### src/rtl/csa_sub_28bit_seq_if.sv
// Operand/result bundle for the sequential carry-select subtractor.
// The master drives the request and operands; the slave returns the handshake and the result.
interface csa_sub_28bit_seq_if #(
   parameter int unsigned WIDTH   = 28,
   parameter int unsigned B_WIDTH = 27
);
   logic               start;
   logic [WIDTH-1:0]   a;
   logic [B_WIDTH-1:0] b;
   logic               b_in;
   logic               busy;
   logic               done;
   logic [WIDTH-1:0]   diff;
   logic               b_out;

   modport master (
      output start, a, b, b_in,
      input  busy, done, diff, b_out
   );

   modport slave (
      input  start, a, b, b_in,
      output busy, done, diff, b_out
   );
endinterface

### src/rtl/csa_sub_28bit_seq.sv
// 28-bit subtractor diff = a - b - b_in, one carry-select segment (2,2,3,4,5,6,6 bits) per clock.
// Visible outputs update only when the last segment completes; a working register holds partials.
module csa_sub_28bit_seq #(
   parameter int unsigned WIDTH   = 28,
   parameter int unsigned B_WIDTH = 27
) (
   input  logic                  clk,
   input  logic                  rst,
   csa_sub_28bit_seq_if.slave    bus
);
   localparam int unsigned SEG_W   = 3;
   localparam int unsigned NSEG    = 7;
   localparam int unsigned SLICE_W = 6;

   typedef enum logic [1:0] {IDLE, RUN, DONE} state_t;

   state_t             state, state_n;
   logic [SEG_W-1:0]   seg, seg_n;
   logic [WIDTH-1:0]   a_r, a_n;
   logic [WIDTH-1:0]   b_r, b_n;
   logic [WIDTH-1:0]   work_r, work_n;
   logic [WIDTH-1:0]   diff_r, diff_n;
   logic               borrow_r, borrow_n;
   logic               b_out_r, b_out_n;
   logic               busy_r, busy_n;
   logic               done_r, done_n;

   logic [SLICE_W-1:0] a_s, b_s;
   logic [SLICE_W:0]   d0, d1, d_sel;
   logic [WIDTH-1:0]   work_ins;
   logic               seg_bo;

   // Operand slice for the current segment, zero-padded to the widest segment
   always_comb begin
      a_s = '0;
      b_s = '0;
      case (seg)
         3'd0: begin a_s = SLICE_W'(a_r[1:0]);   b_s = SLICE_W'(b_r[1:0]);   end
         3'd1: begin a_s = SLICE_W'(a_r[3:2]);   b_s = SLICE_W'(b_r[3:2]);   end
         3'd2: begin a_s = SLICE_W'(a_r[6:4]);   b_s = SLICE_W'(b_r[6:4]);   end
         3'd3: begin a_s = SLICE_W'(a_r[10:7]);  b_s = SLICE_W'(b_r[10:7]);  end
         3'd4: begin a_s = SLICE_W'(a_r[15:11]); b_s = SLICE_W'(b_r[15:11]); end
         3'd5: begin a_s = a_r[21:16];           b_s = b_r[21:16];           end
         3'd6: begin a_s = a_r[27:22];           b_s = b_r[27:22];           end
         default: begin a_s = '0; b_s = '0; end
      endcase
   end

   // Both borrow hypotheses, picked by the registered borrow from the segment below
   assign d0    = {1'b0, a_s} - {1'b0, b_s};
   assign d1    = d0 - (SLICE_W + 1)'(1);
   assign d_sel = borrow_r ? d1 : d0;

   // Merge the selected bits into the working result; the bit above the segment is its borrow out
   always_comb begin
      work_ins = work_r;
      seg_bo   = borrow_r;
      case (seg)
         3'd0: begin work_ins[1:0]   = d_sel[1:0]; seg_bo = d_sel[2]; end
         3'd1: begin work_ins[3:2]   = d_sel[1:0]; seg_bo = d_sel[2]; end
         3'd2: begin work_ins[6:4]   = d_sel[2:0]; seg_bo = d_sel[3]; end
         3'd3: begin work_ins[10:7]  = d_sel[3:0]; seg_bo = d_sel[4]; end
         3'd4: begin work_ins[15:11] = d_sel[4:0]; seg_bo = d_sel[5]; end
         3'd5: begin work_ins[21:16] = d_sel[5:0]; seg_bo = d_sel[6]; end
         3'd6: begin work_ins[27:22] = d_sel[5:0]; seg_bo = d_sel[6]; end
         default: begin work_ins = work_r; seg_bo = borrow_r; end
      endcase
   end

   always_ff @(posedge clk or posedge rst) begin
      if (rst) begin
         state    <= IDLE;
         seg      <= '0;
         a_r      <= '0;
         b_r      <= '0;
         work_r   <= '0;
         diff_r   <= '0;
         borrow_r <= 1'b0;
         b_out_r  <= 1'b0;
         busy_r   <= 1'b0;
         done_r   <= 1'b0;
      end else begin
         state    <= state_n;
         seg      <= seg_n;
         a_r      <= a_n;
         b_r      <= b_n;
         work_r   <= work_n;
         diff_r   <= diff_n;
         borrow_r <= borrow_n;
         b_out_r  <= b_out_n;
         busy_r   <= busy_n;
         done_r   <= done_n;
      end
   end

   always_comb begin
      state_n  = state;
      seg_n    = seg;
      a_n      = a_r;
      b_n      = b_r;
      work_n   = work_r;
      diff_n   = diff_r;
      borrow_n = borrow_r;
      b_out_n  = b_out_r;
      busy_n   = busy_r;
      done_n   = 1'b0;
      case (state)
         IDLE: begin
            if (bus.start) begin
               a_n      = bus.a;
               b_n      = WIDTH'(bus.b);
               borrow_n = bus.b_in;
               work_n   = '0;
               seg_n    = '0;
               busy_n   = 1'b1;
               state_n  = RUN;
            end
         end
         RUN: begin
            work_n   = work_ins;
            borrow_n = seg_bo;
            seg_n    = seg + SEG_W'(1);
            if (seg == SEG_W'(NSEG - 1)) begin
               diff_n  = work_ins;
               b_out_n = seg_bo;
               done_n  = 1'b1;
               state_n = DONE;
            end
         end
         DONE: begin
            busy_n  = 1'b0;
            state_n = IDLE;
         end
         default: begin
            busy_n  = 1'b0;
            state_n = IDLE;
         end
      endcase
   end

   assign bus.busy  = busy_r;
   assign bus.done  = done_r;
   assign bus.diff  = diff_r;
   assign bus.b_out = b_out_r;
endmodule

### src/flat_wrapper.sv
// flat-port wrapper written by rule: the top's interface ports become plain ports
module csa_sub_28bit_seq_flat 
#(
   parameter int unsigned WIDTH   = 28,
   parameter int unsigned B_WIDTH = 27
)
  (clk, rst, bus_start, bus_a, bus_b, bus_b_in, bus_busy, bus_done, bus_diff, bus_b_out);
  csa_sub_28bit_seq_if #(.WIDTH(WIDTH), .B_WIDTH(B_WIDTH)) bus_i ();
  input  logic clk;
  input  logic rst;
  input wire logic [$bits(bus_i.start)-1:0] bus_start;
  input wire logic [$bits(bus_i.a)-1:0] bus_a;
  input wire logic [$bits(bus_i.b)-1:0] bus_b;
  input wire logic [$bits(bus_i.b_in)-1:0] bus_b_in;
  output wire logic [$bits(bus_i.busy)-1:0] bus_busy;
  output wire logic [$bits(bus_i.done)-1:0] bus_done;
  output wire logic [$bits(bus_i.diff)-1:0] bus_diff;
  output wire logic [$bits(bus_i.b_out)-1:0] bus_b_out;
  assign bus_i.start = bus_start;
  assign bus_i.a = bus_a;
  assign bus_i.b = bus_b;
  assign bus_i.b_in = bus_b_in;
  assign bus_busy = bus_i.busy;
  assign bus_done = bus_i.done;
  assign bus_diff = bus_i.diff;
  assign bus_b_out = bus_i.b_out;
  csa_sub_28bit_seq #(.WIDTH(WIDTH), .B_WIDTH(B_WIDTH)) u_core (.clk(clk), .rst(rst), .bus(bus_i));
endmodule
### config.mk
export PLATFORM = sky130hd
export DESIGN_NAME = csa_sub_28bit_seq_flat
export DESIGN_NICKNAME = d
export VERILOG_FILES = /design/src/rtl/csa_sub_28bit_seq_if.sv /design/src/rtl/csa_sub_28bit_seq.sv /design/src/flat_wrapper.sv
export SDC_FILE = /design/constraint.sdc
export NUM_CORES = 1
export LEC_CHECK = 0
export CAP_MARGIN = 20
export CORE_MARGIN = 10
export CORE_UTILIZATION = 45
export CTS_BUF_LIST = sky130_fd_sc_hd__clkbuf_2 sky130_fd_sc_hd__clkbuf_4 sky130_fd_sc_hd__clkbuf_8
export DETAILED_ROUTE_END_ITERATION = 8
export GPL_TIMING_DRIVEN = 0
export PLACE_DENSITY_LB_ADDON = 0.25
export RECOVER_POWER = 100
export REMOVE_ABC_BUFFERS = 1
export SLEW_MARGIN = 5
export SYNTH_ARGS = -nofsm -noshare
export SYNTH_HDL_FRONTEND = slang
export SYNTH_SLANG_ARGS = --single-unit
export TNS_END_PERCENT = 10
### constraint.sdc
create_clock -name clk -period 5.7 [get_ports clk]
set_input_delay 1.71 -clock clk [delete_from_list [all_inputs] [get_ports clk]]
set_output_delay 1.71 -clock clk [all_outputs]
set_load 0.005 [all_outputs]
# After elaboration in Yosys (flattened, before gate mapping)
# Cells that the tools add are included.
[word_totals] regBits=120 out_inout_bits=31 word_cells=57
[op_classes] n_addsub=3 n_eq_ne=9 mux=24 bitwise_logic=1 reduce_logical=10
[ops] cell="$pmux 6 s7" count=2
[ops] cell="$pmux 28 s2" count=1
[ops] cell="$mux 28" count=1
[ops] cell="$mux 6" count=2
[ops] cell="$reduce_and 2->1" count=5
[ops] cell="$eq 3x3->1 const B" count=3
[ops] cell="$mux 2" count=4
[ops] cell="$mux 7" count=1
[ops] cell="$sub 6x6->7" count=1
[ops] cell="$sub 7x1->7 const B" count=1
[ops] cell="$eq 3x2->1 const B" count=2
[ops] cell="$mux 3" count=2
[ops] cell="$pmux 3 s2" count=1
[ops] cell="$mux 5" count=1
[ops] cell="$pmux 1 s5" count=1
[ops] cell="$mux 1" count=4
[ops] cell="$mux 4" count=1
[ops] cell="$pmux 1 s2" count=2
[ops] cell="$pmux 2 s2" count=1
[ops] cell="$reduce_or 2->1" count=2
[ops] cell="$add 3x1->3 const B" count=1
[ops] cell="$eq 3x1->1 const B" count=1
[ops] cell="$logic_not 3->1" count=1
[ops] cell="$eq 2x1->1 const B" count=1
[ops] cell="other kinds (5)" count=5

# Longest topological paths before layout
# Gate-level depths: netlist of run 1.
[depth] depth_word=7 mapped_depth=17

# Least setup slack after synthesis of run 1
# No wires, ideal clock.
[synth_path] path_type="register to register" startpoint="register u_core.seg[2]" endpoint="register u_core.borrow_r" t_arrival_ns=3.552 required_time_ns=5.572 path_slack_ns=2.020 stages_incl_launch_ff=15 path_buffers=2 cell_sequence="dfrtp_1 -> clkbuf_1 -> inv_1 -> ha_1 -> clkbuf_1 -> a221o_1 -> ha_1 -> fa_1 -> ha_1 -> and4_1 -> mux2i_1 -> xor2_1 -> o221ai_1 -> a221oi_2 -> o21ai_1"
[synth_between] elab_chain_cells=7
[synth_rtl] element="start, declared" line="csa_sub_28bit_seq.sv:18" text="logic [SEG_W-1:0] seg, seg_n;"
[synth_rtl] element="start signal, assigned" line="csa_sub_28bit_seq.sv:84" text="seg <= seg_n;"
[synth_rtl] element="$eq 3x3->1 (tied with other cells)" line="csa_sub_28bit_seq.sv:37, csa_sub_28bit_seq.sv:58"
[synth_rtl] element="$pmux 6 s7" line="csa_sub_28bit_seq.sv:37" text="case (seg)"
[synth_rtl] element="$sub 6x6->7" line="csa_sub_28bit_seq.sv:50" text="assign d0 = {1'b0, a_s} - {1'b0, b_s};"
[synth_rtl] element="$sub 7x1->7" line="csa_sub_28bit_seq.sv:51" text="assign d1 = d0 - (SLICE_W + 1)'(1);"
[synth_rtl] element="$mux 7" line="csa_sub_28bit_seq.sv:52" text="assign d_sel = borrow_r ? d1 : d0;"
[synth_rtl] element="$pmux 1 s5 (*)" line="csa_sub_28bit_seq.sv:58" text="case (seg)"
[synth_rtl] element="$pmux 1 s2 (*)" line="csa_sub_28bit_seq.sv:107" text="case (state)"
[synth_rtl] element="end signal, assigned" line="csa_sub_28bit_seq.sv:89" text="borrow_r <= borrow_n;"
[synth_rtl] element="end, declared" line="csa_sub_28bit_seq.sv:23" text="logic borrow_r, borrow_n;"
# Every way passes the cells marked *; elsewhere a longest branch is shown, timed or not.
# A chain may end at the register's enable or synchronous reset.

# Worst setup path in the final report of run 1
[layout_path] startpoint="input bus_start" endpoint="register u_core.a_r[21]"
[layout_between] elab_chain_cells=1
[layout_rtl] element="start, declared" line="flat_wrapper.sv:11" text="input wire logic [$bits(bus_i.start)-1:0] bus_start;"
[layout_rtl] element="$reduce_and 2->1 (no source line)"
[layout_rtl] element="end signal, assigned" line="csa_sub_28bit_seq.sv:85" text="a_r <= a_n;"
[layout_rtl] element="end, declared" line="csa_sub_28bit_seq.sv:19" text="logic [WIDTH-1:0] a_r, a_n;"
# Every way passes these cells.

==> results of run 1 <==
cells in the mapped netlist, drive strengths merged:
cell type	count
nand4	2
a22oi	8
nand2b	7
nor3b	2
ha	12
nor2	25
a211o	2
and4	2
nor2b	4
nand2	95
clkinv	1
buf	2
o211ai	1
a21o	3
or2	4
a221o	1
a221oi	5
nor4	2
xnor2	4
a22o	4
nor3	2
a21oi	17
dfrtp	114
and2	3
mux2i	3
a32o	1
clkbuf	22
fa	1
o221ai	2
o21a	2
o21ai	50
xor2	5
mux2	56
inv	10
o22ai	2
a222oi	5
report_power, final:
group	leakage, nW	internal, W	total, W	switching, W
clock	0.219	0.000492	0.000810	0.000318
sequential	1.43	0.00116	0.00134	0.000188
combinational	1.31	0.000963	0.00234	0.00138
registers in the layout, summed over array words and instances (netlist names):
signal / count
u_core.work_r: 22
u_core.state: 2
u_core.bus.done: 1
u_core.b_r: 27
u_core.bus.b_out: 1
u_core.a_r: 28
u_core.borrow_r: 1
u_core.bus.busy: 1
u_core.seg: 3
u_core.bus.diff: 28
cell usage in the layout, fill, tap and decap left out, drive strengths merged, types with 4 or more instances in the layout:
master and n:
o21ai 50, inv 9, xor2 5, xnor2 4
nand2 95, ha 12, clkdlybuf4s50 56, dfrtp 114
a222oi 5, bufinv 4, a221oi 5, clkbuf 24
nor2 25, a21oi 17, a22o 4, nand2b 7
nor2b 4, mux2 56, or2 4, clkinv 7
a22oi 8, dlygate4sd3 33
metrics by stage:
stage	utilization	std cells	hold slack, ps
after CTS	0.589	727	471
after global routing	0.584	727	503
after detailed placement	0.552	696	460
after floorplan	-	457	439
final	0.584	727	465
after global placement	0.543	689	457
layer usage:
metal / vias to the layer above / track usage
met5: - / 0
met4: 0 / 0.0603
met3: 8 / 0.0505
met2: 98 / 0.243
met1: 1871 / 0.189
li1: 1862 / -
area by class of cell:
| class | instances | area (sq um) | share of cell area |
|---|---|---|---|
| repair buffers | 96 | 956 | 0.144 |
| clock inverters | 11 | 161 | 0.0243 |
| flip-flops and latches | 114 | 2850 | 0.429 |
| clock buffers | 20 | 263 | 0.0395 |
| well taps | 143 | 179 | 0.0269 |
| inverters | 11 | 42.5 | 0.00640 |
| multi-input cells | 332 | 2190 | 0.330 |
critical path, stage by stage:
cell and delay [ps]:
dlygate4sd3_1 570, nor3b_1 430, clkbuf_1 580, clkbuf_1 570
clkbuf_1 530, buf_6 230, buf_6 150, mux2_2 340
cell families (layout without fill, tap and decap cells):
kind of cell	count (synthesis)	count (layout)	share of synthesized area
xor+xnor	9	9	0.0166
buf+inv	35	138	0.0258
flops	114	114	0.549
mux	59	59	0.127
fa+ha+maj	13	13	0.0327
compound gates	103	103	0.126
simple gates	148	148	0.123
worst paths after layout:
check | start | slack (ps) | cells past startpoint | end
max in group asynchronous | rst | 2320 | 3 | u_core.b_r[7]$_DFFE_PP0P_
max | bus_start | 890 | 8 | u_core.a_r[21]$_DFFE_PP0P_
min in group asynchronous | rst | 2320 | 2 | u_core.bus.done$_DFF_PP0_
min reg2reg | u_core.bus.diff[6]$_DFFE_PP0P_ | 470 | 2 | u_core.bus.diff[6]$_DFFE_PP0P_
min | u_core.bus.diff[6]$_DFFE_PP0P_ | 470 | 2 | u_core.bus.diff[6]$_DFFE_PP0P_
max reg2reg | u_core.seg[1]$_DFFE_PP0P_ | 910 | 14 | u_core.bus.b_out$_DFFE_PP0P_
==> impl_results.md, run 1 <==
* CTS buffer count at 17
* GRT overflow at 0
* Outcome: finished, violations left
* P&R area growth vs syn at 27.8%
* CP Max Fanout at 13
* WP data required at 6010 ps
* Fin area at around 6600 sq um
* Pwr dens at 677 nW/um^2
* Largest net degree at the start of global routing at 67
* Crit path kind: input port to flop
* Yosys reg bits at between 100 and 150
* Overall Global Routing Usage at 0.153
* Cell taking the most area after synthesis: dfrtp_1
* Fin Setup TNS at 0 ps
* Post-CTS setup buffers at 0
* Critical Path Sink Type: flop
* Clock Skew at approximately 13 ps
* TritonCTS Sinks at about 110
* Critical Path Start Type: input port
* Seq/Total Area, Yosys at 0.549
* Max cap viols at 1
* TritonCTS clock tree: built
* Final worst slack at 885 ps
* Full die area at ~16000 sq um
* RSZ-0062 raised after global routing: no
* CTS hold repair buffers at 0
* Residual DRC at 0
* Initial antenna violation count at 0
* Post-cts resize count at 0
* Met3 routed WL at a little under 800 microns
* Worst slew pin tran at between 2000 and 2500 ps
* Final min period at between 4000 and 5000 ps
* 1st-pass router iterations at 5
* 1st-iter DRT viols at approximately 260
* I/O pin cnt at 90
* Clock Tree Buf Depth at 2
* Synth Cell Area at 5200 sq um
* Hold Path Class: flop to flop
* Post-route ant nets at 0
* IO buf count at approximately 90
* Clk slew on worst S/H paths at around 70 ps
* Starting Density at 0.457
* Fin nets at ~640
* VDD IR-drop max at 344 uV
* CTS root buf: clkbuf_8
* Die Span X at 127 microns
* Fmax at about 0.21 GHz
* Netlist cell types at 44
* Cell Rows at 39
* Lkg Pwr at between 2 and 3 nW
* Top sig layer: met4
* Placed Area at about 6300 sq um
* Die Ht at roughly 130 microns
* Failing checks: capacitance limit, slew limit
* Fill cells at 993
* Critical Path AT at 5130 ps
* Worst slew margin at -0.465
* Vias at ~3800
* Layout cell share with drive strength beyond 1 at 0.163
* Mapped Cells at about 480
* Skew-Pair Late Insertion Delay at 430 ps
* Final setup vio count at 0
* Routed length on met2 at 5740 microns
* Final slew viol count at 49
* Final Wtd Congestion at ~0.79
* Period utilisation layout at 0.845
* Routed wire length at 12000 microns
* Avg Synthesized Cell Area at around 11 sq um
* Vias per inst at around 5.3
* H-tree Lvls at 4
* Total chip power at approximately 0.0045 W
* Number of global-route vias before repair at between 4000 and 5000
* Final hold vios at 0
* Area contributors post-synth: dfrtp_1 (55%), mux2_2 (12%), nand2_1 (6.9%), o21ai_0 (4.6%), ha_1 (2.9%)
* M1 WL at between 5000 and 6000 microns
* Top cell type's share of synthesized area at 0.549
* ANT cells at 0
* Post-place setup slack at approximately 1200 ps
* Ys Warns at 0
* WL/cell at around 17 microns
* Core Area at 11400 sq um
* Dpl hpwl at between 8000 and 9000 microns
* First-pass GRT wire length at approximately 20000 microns
Power figures use the tool's default switching activity.
==> inputs of run 2 (changes only) <==
- clock period: 5.7 -> 4 ns (I/O delays scaled with it)
==> impl_results.md, run 2 (synthesis gave the netlist of run 1 again) <==
* Critical Path Sink Type: flop
* Period utilisation layout at 0.989
* Top delay family on crit path: compound AO/OA/AOI/OAI gates
* WP data required at between 4000 and 5000 ps
* Starting Density at 0.457
* Fin nets at around 650
* Critical Path Stages at 15
* Post-route ant nets at 0
* Initial antenna violation count at 0
* FF+latch area at about 2900 sq um
* 1st-iter DRT viols at approximately 300
* Commonest non-fill, non-tap cell in the layout: dfrtp_1
* Die Ht at around 130 microns
* Total chip power at approximately 0.0070 W
* WL/cell at 16.5 microns
* Critical Path AT at 4260 ps
* Layout cell share with drive strength beyond 1 at 0.214
* Vias per inst at around 5.3
* Multi-input logic area at ~2300 sq um
* Die Span X at between 100 and 150 microns
* Routed wire length at 12100 microns
* Core Area at ~11000 sq um
* Lkg Pwr at roughly 3.0 nW
* CTS root buf: clkbuf_8
* Cell Rows at 39
* 1st-pass router iterations at 5
* Worst hold slack at between 400 and 500 ps
* Critical path's largest stage delay at about 550 ps
* Fmax at 0.253 GHz
* Final Wtd Congestion at ~0.79
* Outcome: finished, violations left
* I/O pin cnt at 90
* Final hold vios at 0
* Critical Path Start Type: flop
* Clock Skew at between 9 and 10 ps
* Failing checks: capacitance limit, slew limit
* Final min period at slightly below 4000 ps
* TritonCTS clock tree: built
* P&R area growth vs syn at 31.0%
* Fin Setup TNS at 0 ps
* Worst slew margin at -0.398
* Hold Path Stages at 2
* Final setup vio count at 0
* RSZ-0062 raised after global routing: yes
* Clk slew on worst S/H paths at 70 ps
* ANT cells at 0
* Residual DRC at 0
* CTS buffer count at 17
* Fin util at 0.599
* Overall Global Routing Usage at 0.154
* Skew-Pair Late Insertion Delay at roughly 430 ps
* Most used cell, CP: ha_2
* Largest net degree at the start of global routing at 67
* Clock Tree Buf Depth at 2
* TritonCTS Sinks at 114
* VDD IR-drop max at roughly 660 uV
* Worst-path cell chain: inv_2, ha_4, a222oi_1, a21oi_1, a221o_1, ha_2, fa_1, ha_2, nand2_4, nor3b_4, mux2i_4, nor4_4, xnor2_1, a221oi_2, o21ai_1
* Fill cells at slightly below 1000
* Hold Path Class: flop to flop
* GRT overflow at 0
* R2R cell count at 15
* Full die area at about 16000 sq um
* IO buf count at 89
* Switching power at about 0.003 W
* H-tree Lvls at 4
* Clock share of power at 0.164
* Most frequent cells in the layout: dfrtp_1 (112), nand2_1 (93), mux2_2 (56), clkdlybuf4s50_1 (56), o21ai_0 (48)
* Max cap viols at 1
* First-pass GRT wire length at around 20000 microns
* Crit path kind: flop to flop
* Sw Share at 0.418
* Combinational Power Share at 0.563
* Number of global-route vias before repair at around 4200
* Dpl hpwl at a little under 9000 microns
* Part of the power in registers at 0.274
* Final slew viol count at 50
* WP buf/inv at 1
* Pwr dens at just over 1000 nW/um^2
* CP Max Fanout at 9
* Int Pwr at 0.00409 W
* Crit-path slowest cell: fa_1
* Worst slew pin tran at roughly 2100 ps
* Vias at between 3000 and 4000
-- run 2: cell types whose count changed in the layout (fill, tap and decap cells not counted), sizes merged --
cell | previous run | this run
buf | 3 | 7
-- run 2: repair_timing --
item,4_1_cts,5_1_grt
buffers inserted,1,3
cloned,0,0
gates resized for setup,12,15
hold buffers,0,0
endpoints found under the setup margin,10,9
pin swaps,4,11
-- run 2: worst min-delay path, stage by stage (launching register included) --
cell	delay [ps]
dfrtp_1	330
nand2_1	50
nand2_1	50
-- run 2: area by class of cell --
cell class                 count  area share
clock inverter                11      0.0237
sequential                   114       0.419
clock buffer                  20      0.0386
inverter                      11     0.00624
tap                          143      0.0263
timing repair buffer         100       0.143
multi-input combinational    332       0.344
-- run 2: power by group through the flow --
stage	clock, W	sequential, W	combinational, W
CTS	0.00117	0.00193	0.00375
global route	0.00122	0.00199	0.00440
detailed placement	0	0.00195	0.00348
global placement	0	0.00192	0.00340
floorplan	0	0.00188	0.00242
finish	0.00115	0.00193	0.00396
-- run 2: final timing paths --
kind | to | startpoint | slack (ps)
setup / recovery | u_core.borrow_r$_DFFE_PP0P_ | u_core.seg[0]$_DFFE_PP0P_ | 40
hold / removal | u_core.bus.diff[6]$_DFFE_PP0P_ | u_core.bus.diff[6]$_DFFE_PP0P_ | 470
setup reg to reg | u_core.borrow_r$_DFFE_PP0P_ | u_core.seg[0]$_DFFE_PP0P_ | 40
hold reg to reg | u_core.bus.diff[6]$_DFFE_PP0P_ | u_core.bus.diff[6]$_DFFE_PP0P_ | 470
max in group asynchronous | u_core.seg[0]$_DFFE_PP0P_ | rst | 430
min in group asynchronous | u_core.bus.done$_DFF_PP0_ | rst | 1770
-- run 2: through the flow --
step | worst slack (ps) | cell area, sq um | instances
floorplan | -2050 | 5110 | 457
global placement | -4410 | 6180 | 689
finish | 44.1 | 6810 | 731
global route | -135 | 6810 | 731
detailed placement | -510 | 6280 | 696
CTS | 0.656 | 6760 | 728
-- run 2: layer usage --
layer | GRT usage | vias up | wire [microns]
li1 | - | 1870 | -
met5 | 0 | - | 0
met4 | 0.0636 | 0 | 155
met1 | 0.188 | 1898 | 5410
met2 | 0.244 | 95 | 5720
met3 | 0.0496 | 14 | 798
==> inputs of run 3 (changes only) <==
- GPL_ROUTABILITY_DRIVEN: not set -> 0
==> results of run 3 <==
Final layout, timing and power as in run 2 (identical DEF).
